<file path="config.mk">
export PLATFORM = sky130hd
export DESIGN_NAME = id_ex_stage
export DESIGN_NICKNAME = d
export VERILOG_FILES = /design/src/rtl/id_ex_stage.sv
export SDC_FILE = /design/constraint.sdc
export NUM_CORES = 1
export LEC_CHECK = 0
export ABC_AREA = 1
export CELL_PAD_IN_SITES_DETAIL_PLACEMENT = 2
export CELL_PAD_IN_SITES_GLOBAL_PLACEMENT = 2
export CORE_MARGIN = 2
export CORE_UTILIZATION = 20
export DETAILED_ROUTE_END_ITERATION = 16
export PLACE_DENSITY = 0.87
export SYNTH_ARGS = -nofsm -noshare
export SYNTH_HDL_FRONTEND = slang
export SYNTH_SLANG_ARGS = --single-unit
</file>
<file path="constraint.sdc">
create_clock -name clk -period 1.8 [get_ports clk]
set_input_delay 0.27 -clock clk [delete_from_list [all_inputs] [get_ports clk]]
set_output_delay 0.27 -clock clk [all_outputs]
set_load 0.05 [all_outputs]
</file>
<file path="src/rtl/id_ex_stage.sv">
// ID/EX pipeline register with load-use hazard detection, flush squashing and perf counters.
// Latency: one cycle from ID to EX; stall is combinational in the same cycle.
// Backpressure: stall holds PC and IF/ID for one cycle while a bubble enters EX; flush beats stall.
module id_ex_stage (
    input  logic        clk,
    input  logic        rst_n,
    input  logic        id_valid,
    input  logic        id_RegDst,
    input  logic        id_ALUSrc,
    input  logic        id_MemtoReg,
    input  logic        id_RegWrite,
    input  logic        id_MemRead,
    input  logic        id_MemWrite,
    input  logic        id_Branch,
    input  logic [1:0]  id_ALUOp,
    input  logic [4:0]  id_rs,
    input  logic [4:0]  id_rt,
    input  logic [4:0]  id_rd,
    input  logic [31:0] id_rs_data,
    input  logic [31:0] id_rt_data,
    input  logic [31:0] id_imm,
    input  logic [31:0] id_pc4,
    input  logic [5:0]  id_funct,
    input  logic        ex_flush,
    output logic        ex_valid,
    output logic        ex_RegDst,
    output logic        ex_ALUSrc,
    output logic        ex_MemtoReg,
    output logic        ex_RegWrite,
    output logic        ex_MemRead,
    output logic        ex_MemWrite,
    output logic        ex_Branch,
    output logic [1:0]  ex_ALUOp,
    output logic [4:0]  ex_rs,
    output logic [4:0]  ex_rt,
    output logic [4:0]  ex_rd,
    output logic [31:0] ex_rs_data,
    output logic [31:0] ex_rt_data,
    output logic [31:0] ex_imm,
    output logic [31:0] ex_pc4,
    output logic [5:0]  ex_funct,
    output logic        stall,
    output logic [15:0] stall_count,
    output logic [15:0] bubble_count
);

    logic        usesRt;
    logic        hazard;
    logic        killCtrl;
    logic        bubbleIns;
    logic [15:0] stallCount;
    logic [15:0] bubbleCount;

    // Stores and R-type ops read rt; I-type ALU ops and loads only read rs.
    assign usesRt = !id_ALUSrc || id_MemWrite;
    assign hazard = ex_valid && ex_MemRead && (ex_rt != 5'd0) && id_valid &&
                    ((ex_rt == id_rs) || (usesRt && (ex_rt == id_rt)));
    assign stall  = hazard && !ex_flush;

    assign killCtrl  = ex_flush || hazard || !id_valid;
    assign bubbleIns = (ex_flush || hazard) && id_valid;

    assign stall_count  = stallCount;
    assign bubble_count = bubbleCount;

    always_ff @(posedge clk) begin
        if (!rst_n) begin
            ex_valid    <= 1'b0;
            ex_RegDst   <= 1'b0;
            ex_ALUSrc   <= 1'b0;
            ex_MemtoReg <= 1'b0;
            ex_RegWrite <= 1'b0;
            ex_MemRead  <= 1'b0;
            ex_MemWrite <= 1'b0;
            ex_Branch   <= 1'b0;
            ex_ALUOp    <= 2'b00;
            ex_rs       <= 5'd0;
            ex_rt       <= 5'd0;
            ex_rd       <= 5'd0;
            ex_rs_data  <= 32'd0;
            ex_rt_data  <= 32'd0;
            ex_imm      <= 32'd0;
            ex_pc4      <= 32'd0;
            ex_funct    <= 6'd0;
            stallCount  <= 16'd0;
            bubbleCount <= 16'd0;
        end else begin
            // Data and indices always follow ID so a bubble carries deterministic payload.
            ex_rs      <= id_rs;
            ex_rt      <= id_rt;
            ex_rd      <= id_rd;
            ex_rs_data <= id_rs_data;
            ex_rt_data <= id_rt_data;
            ex_imm     <= id_imm;
            ex_pc4     <= id_pc4;
            ex_funct   <= id_funct;
            if (killCtrl) begin
                ex_valid    <= 1'b0;
                ex_RegDst   <= 1'b0;
                ex_ALUSrc   <= 1'b0;
                ex_MemtoReg <= 1'b0;
                ex_RegWrite <= 1'b0;
                ex_MemRead  <= 1'b0;
                ex_MemWrite <= 1'b0;
                ex_Branch   <= 1'b0;
                ex_ALUOp    <= 2'b00;
            end else begin
                ex_valid    <= 1'b1;
                ex_RegDst   <= id_RegDst;
                ex_ALUSrc   <= id_ALUSrc;
                ex_MemtoReg <= id_MemtoReg;
                ex_RegWrite <= id_RegWrite;
                ex_MemRead  <= id_MemRead;
                ex_MemWrite <= id_MemWrite;
                ex_Branch   <= id_Branch;
                ex_ALUOp    <= id_ALUOp;
            end
            if (stall && (stallCount != 16'hFFFF)) begin
                stallCount <= stallCount + 16'd1;
            end
            if (bubbleIns && (bubbleCount != 16'hFFFF)) begin
                bubbleCount <= bubbleCount + 16'd1;
            end
        end
    end

endmodule

</file>
After elaboration in Yosys (flattened, before gate mapping)
Index checks and enable logic that the tools add are counted.
{"block": "classes", "eq_ne": 4, "shift": 0, "bitwise_logic": 1, "multipliers": 0, "mux": 1, "n_addsub": 2, "n_reduce_logical": 18, "div": 0, "n_lt_le_gt_ge": 0}
{"operator": "16-bit by 1-bit adder with 16-bit output, second input constant", "count": 2}
{"operator": "16-bit != test, second input constant", "count": 2}
{"operator": "5-bit equality test", "count": 2}
{"operator": "1-bit logical AND", "count": 9}
{"operator": "5-bit nonzero test", "count": 1}
{"operator": "1-bit logical OR", "count": 4}
{"operator": "1-bit logical NOT", "count": 3}
{"operator": "2-bit OR reduction", "count": 1}
{"operator": "1-bit 2-to-1 mux", "count": 1}
{"operator": "1-bit inverter", "count": 1}
{"block": "word_totals", "mem_bits_ro": 0, "latch_bits": 0, "out_inout_bits": 192, "wordCells": 45, "n_memories": 0, "register_bits": 191, "ramBits": 0}

Longest topological paths before layout
{"block": "depth", "word_depth": 8, "depth_mapped": 13, "ltp_nobuf": 12}

Worst setup path before layout
OpenSTA, ideal clock, no wires.
{"block": "synth_timing", "path_kind": "reg-to-reg", "from": "register ex_rt[3]", "to": "register stallCount[12] (netlist: stall_count[12])", "path_stages_with_launch": 12, "path_buffers": 0, "required_ps": 1667, "path_slack_ps": -564, "t_arrival_ps": 2231, "path_cell_list": "dfxtp_1 -> inv_1 -> nand2_1 -> nand2_1 -> nor2_1 -> nand3_1 -> nand2_2 -> nand2_2 -> nor2_1 -> nand3_1 -> nand2_1 -> nor2_1"}
{"block": "synth_via", "elab_chain_cells": 6}
{"element": "from (decl)", "line": "35", "text": "output logic [4:0] ex_rt,"}
{"element": "from (signal assigned)", "line": "90", "text": "ex_rt <= id_rt;"}
{"element": "5-bit equality test / 5-bit nonzero test (equally long branches)", "line": "57, 56"}
{"element": "1-bit logical AND (on tied branches)", "line": "57, 56"}
{"element": "1-bit logical OR / 1-bit logical AND (equally long branches)", "line": "57, 56"}
{"element": "1-bit logical AND *", "line": "56", "text": "assign hazard = ex_valid && ex_MemRead && (ex_rt != 5'd0) && id_valid &&"}
{"element": "1-bit logical AND *", "line": "58", "text": "assign stall = hazard && !ex_flush;"}
{"element": "via stall", "line": "42", "text": "output logic stall,"}
{"element": "1-bit logical AND *", "line": "118", "text": "if (stall && (stallCount != 16'hFFFF)) begin"}
{"element": "to (signal assigned)", "line": "119", "text": "stallCount <= stallCount + 16'd1;"}
{"element": "to (decl)", "line": "51", "text": "logic [15:0] stallCount;"}
Mark *: on every way through the listed nets, which the timed path passes. The rest lies on a longest branch.
A chain may end at the register's enable or synchronous reset.

Worst setup path after layout
{"block": "layout_timing", "from": "register ex_rt[3]", "to": "output stall"}
{"block": "layout_via", "elab_chain_cells": 5}
{"element": "5-bit equality test / 5-bit nonzero test (equally long branches)", "line": "57, 56"}
{"element": "1-bit logical AND (on tied branches)", "line": "57, 56"}
{"element": "1-bit logical OR / 1-bit logical AND (equally long branches)", "line": "57, 56"}
{"element": "1-bit logical AND *", "line": "56"}
{"element": "1-bit logical AND *", "line": "58"}
{"element": "to (decl)", "line": "42"}
Every way passes the cells marked *; elsewhere a longest branch is shown, timed or not.

==> results.sh <==
export IMPL_dr_total_vias=6769
export IMPL_cts_buffers=17
export IMPL_fin_skew_ps=7.894
export IMPL_power_frac_seq_pct=43.6
export IMPL_drc=0
export IMPL_port_buffers=353
export IMPL_intPower_mw=7.293
export IMPL_fp_dieH_um=187.4
export IMPL_synth_area_um2=6726
export IMPL_synth_edf_count=0
export IMPL_p_switching_mw=2.978
export IMPL_syn2layout_area_growth_pct=70.74
export IMPL_clock_latency_ps=440
export IMPL_clk_pin_slew_ps=70
export IMPL_place_area_um2=10800
export IMPL_drtIter0Drc=127
export IMPL_syn_nets=1036
export IMPL_peakVddDrop_mv=0.6252
export IMPL_synth_ff_type="dfxtp_1"
export IMPL_h_tree_depth=4
export IMPL_die_area_um2=35120
export IMPL_hold_viol_final=0
export IMPL_ys_warn_count=0
export IMPL_grt_max_degree=72
export IMPL_die_w_um=187.4
export IMPL_drive_gt1_share_pct=19.23
export IMPL_layout_min_cycle_time_ps=1916
export IMPL_synth_common_cells="nand2_1, inv_1, dfxtp_1"
export IMPL_initial_core_util_pct=20.16
export IMPL_drt_wirelength_per_cell_um=17.12
export IMPL_io_pins=354
export IMPL_syn_area_per_cell_um2=7.714
export IMPL_final_area_um2=11480
export IMPL_finalCritPeriodShare_pct=106.4
export IMPL_endpoint_kind="output pin"
export IMPL_synthArstFlopShare_pct=0
export IMPL_power_share_clock_pct=39.1
export IMPL_combPwrFrac_pct=17.3
export IMPL_synthMostInstantiatedCell="nand2_1"
export IMPL_ant_nets=0
export IMPL_drv_slew=0
export IMPL_worstPathMaxFanout=3
export IMPL_crit_type="reg2out"
export IMPL_critPathLaunchType="flip-flop"
export IMPL_rows=67
export IMPL_grt_pass1_wl_um=45620
export IMPL_track_usage_pct=17.00
export IMPL_cts_tree="built"
export IMPL_leakagePower_nw=6.255
export IMPL_setup_viol=1
export IMPL_vias_per_cell=3.940
export IMPL_violations="negative setup slack"
export IMPL_ys_seq_area_share_pct=56.85
export IMPL_crit_required_ps=1530
export IMPL_place_congestion=0.7887
export IMPL_core_area_um2=33360
export IMPL_fmax_mhz=522.0
export IMPL_hold_path_class="in2reg"
export IMPL_swShare_pct=28.99
export IMPL_root_buffer="clkbuf_16"
export IMPL_rsz0062_at_grt="yes"
export IMPL_clockBufferDepth=2
export IMPL_antenna_found_initial=2
export IMPL_power_density_nw_per_um2=894.3
export IMPL_maxCapViolCount=0
export IMPL_ys_ff_latch=191
export IMPL_crit_arrival_ps=1650
export IMPL_status="finished with violations"
export IMPL_nets=1422
export IMPL_first_global_vias=7981
export IMPL_synthTopCellsByArea="dfxtp_1, nand2_1, inv_1, nor2_1, nand3_1"
export IMPL_yosysTopAreaCell="dfxtp_1"
export IMPL_place_ws_ps=-327.5
export IMPL_postLayoutSetupSlackWorst_ps=-115.9
export IMPL_slew_headroom_pct=61.91
export IMPL_hpwl_um=23070
export IMPL_gr_total_overflow=0
export IMPL_synth_cells=872
export IMPL_synth_cell_type_count=32
export IMPL_drt_wl_total_um=29410
export IMPL_worstMarginPinSlew_ps=573.7
export IMPL_netlist_area_leader_share_pct=56.85
export IMPL_cts_sinks=191
export IMPL_drtPass1Iterations=3
## path summary, 6_finish.rpt
path	from	end	slack, ps	cells past startpoint
worst max-delay path	ex_rt[3]	stall	-120	9
worst min-delay path	id_rt[1]	ex_rt[1]	130	3
worst max register to register	ex_rt[3]	bubble_count[8]	120	14
worst min register to register	stall_count[15]	stall_count[15]	490	2
## cell usage in the layout (no fill, tap or decap), drive strengths merged
cell type / n
clkinvlp: 1
nor2: 67
nand4: 18
nand2: 272
clkbuf: 19
clkdlybuf4s50: 157
nand3: 33
dfxtp: 191
buf: 145
dlymetal6s2s: 3
a31oi: 1
clkinv: 4
dlygate4sd2: 90
o21ai: 1
xnor2: 6
xor2: 8
a21oi: 15
diode: 1
or2: 1
bufinv: 3
inv: 225
nor3: 6
ha: 2
o211ai: 1
## cells by family after synthesis
group / after synthesis / share of synthesized area [%]
buf+inv: 250 / 14.45
fa+ha+maj: 2 / 0.3720
simple gates: 397 / 24.83
xor+xnor: 14 / 1.823
flops: 191 / 56.85
compound gates: 18 / 1.674
## layer usage
metal / wire length, um / vias up / part of all wire (%) / global-route usage, %
met5: 12 / - / 0.041 / 0
met3: 2507 / 34 / 8.5 / 7.223
met4: 593 / 2 / 2.0 / 5.451
met1: 10250 / 3257 / 35 / 15.87
li1: - / 3263 / - / -
met2: 16050 / 213 / 55 / 33.09
## registers in the layout (all words and copies together), names as in the netlist
register	count
ex_funct	6
ex_MemWrite	1
ex_ALUOp	2
stall_count	16
ex_rd	5
bubble_count	16
ex_MemRead	1
ex_RegDst	1
ex_valid	1
ex_rt	5
ex_ALUSrc	1
ex_Branch	1
ex_rs	5
ex_pc4	32
ex_imm	32
ex_rt_data	32
ex_rs_data	32
ex_RegWrite	1
ex_MemtoReg	1
## power by group through the flow
stage	Sequential, mW	Clock [mW]	Combinational (mW)
floorplan	5.24	0	0.250
finish	4.48	4.01	1.78
detailed placement	4.58	0	1.82
global route	4.50	4.33	1.88
CTS	4.48	4.16	1.78
global placement	4.57	0	1.77
## layout make-up
| cell class | count | area (um^2) |
|---|---|---|
| multi-input combinational | 431 | 2056 |
| sequential | 191 | 3854 |
| clock inverter | 11 | 156.4 |
| antenna | 1 | 2.502 |
| clock buffer | 19 | 442.9 |
| fill | 3889 | 21880 |
| timing repair buffer | 395 | 3572 |
| inverter | 222 | 840.8 |
| tap | 448 | 560.5 |
## through the flow
stage                     power [mW]  std cells  utilization (%)  setup TNS [ps]  hold slack [ps]
after detailed placement       6.408       1682            32.38          -10820            487.0
final                          10.27       1718            34.42          -115.9            131.9
after global routing           10.71       1717            34.41          -267.3            125.8
after global placement         6.347       1682            32.38           -7726            478.9
after CTS                      10.43       1718            34.07          -207.4            149.9
after floorplan                5.494        872                -          -78.70            363.4
## worst max-delay path, stage by stage, from the launching register on
cell and delay, ps:
dfxtp_2 340, buf_6 120, nand2_4 60, nand2_2 40
nor2_2 90, nand3_2 110, nand2_4 110, nand2_4 60
nor2_4 130, buf_12 150
## what timing repair did
item,CTS,global route
endpoints found under the hold margin,0,0
pin swaps,7,14
cloned,0,0
gates resized for setup,104,40
setup endpoints to repair,92,31
buffers inserted,6,2
hold buffers,0,0
Power figures use the tool's default switching activity.
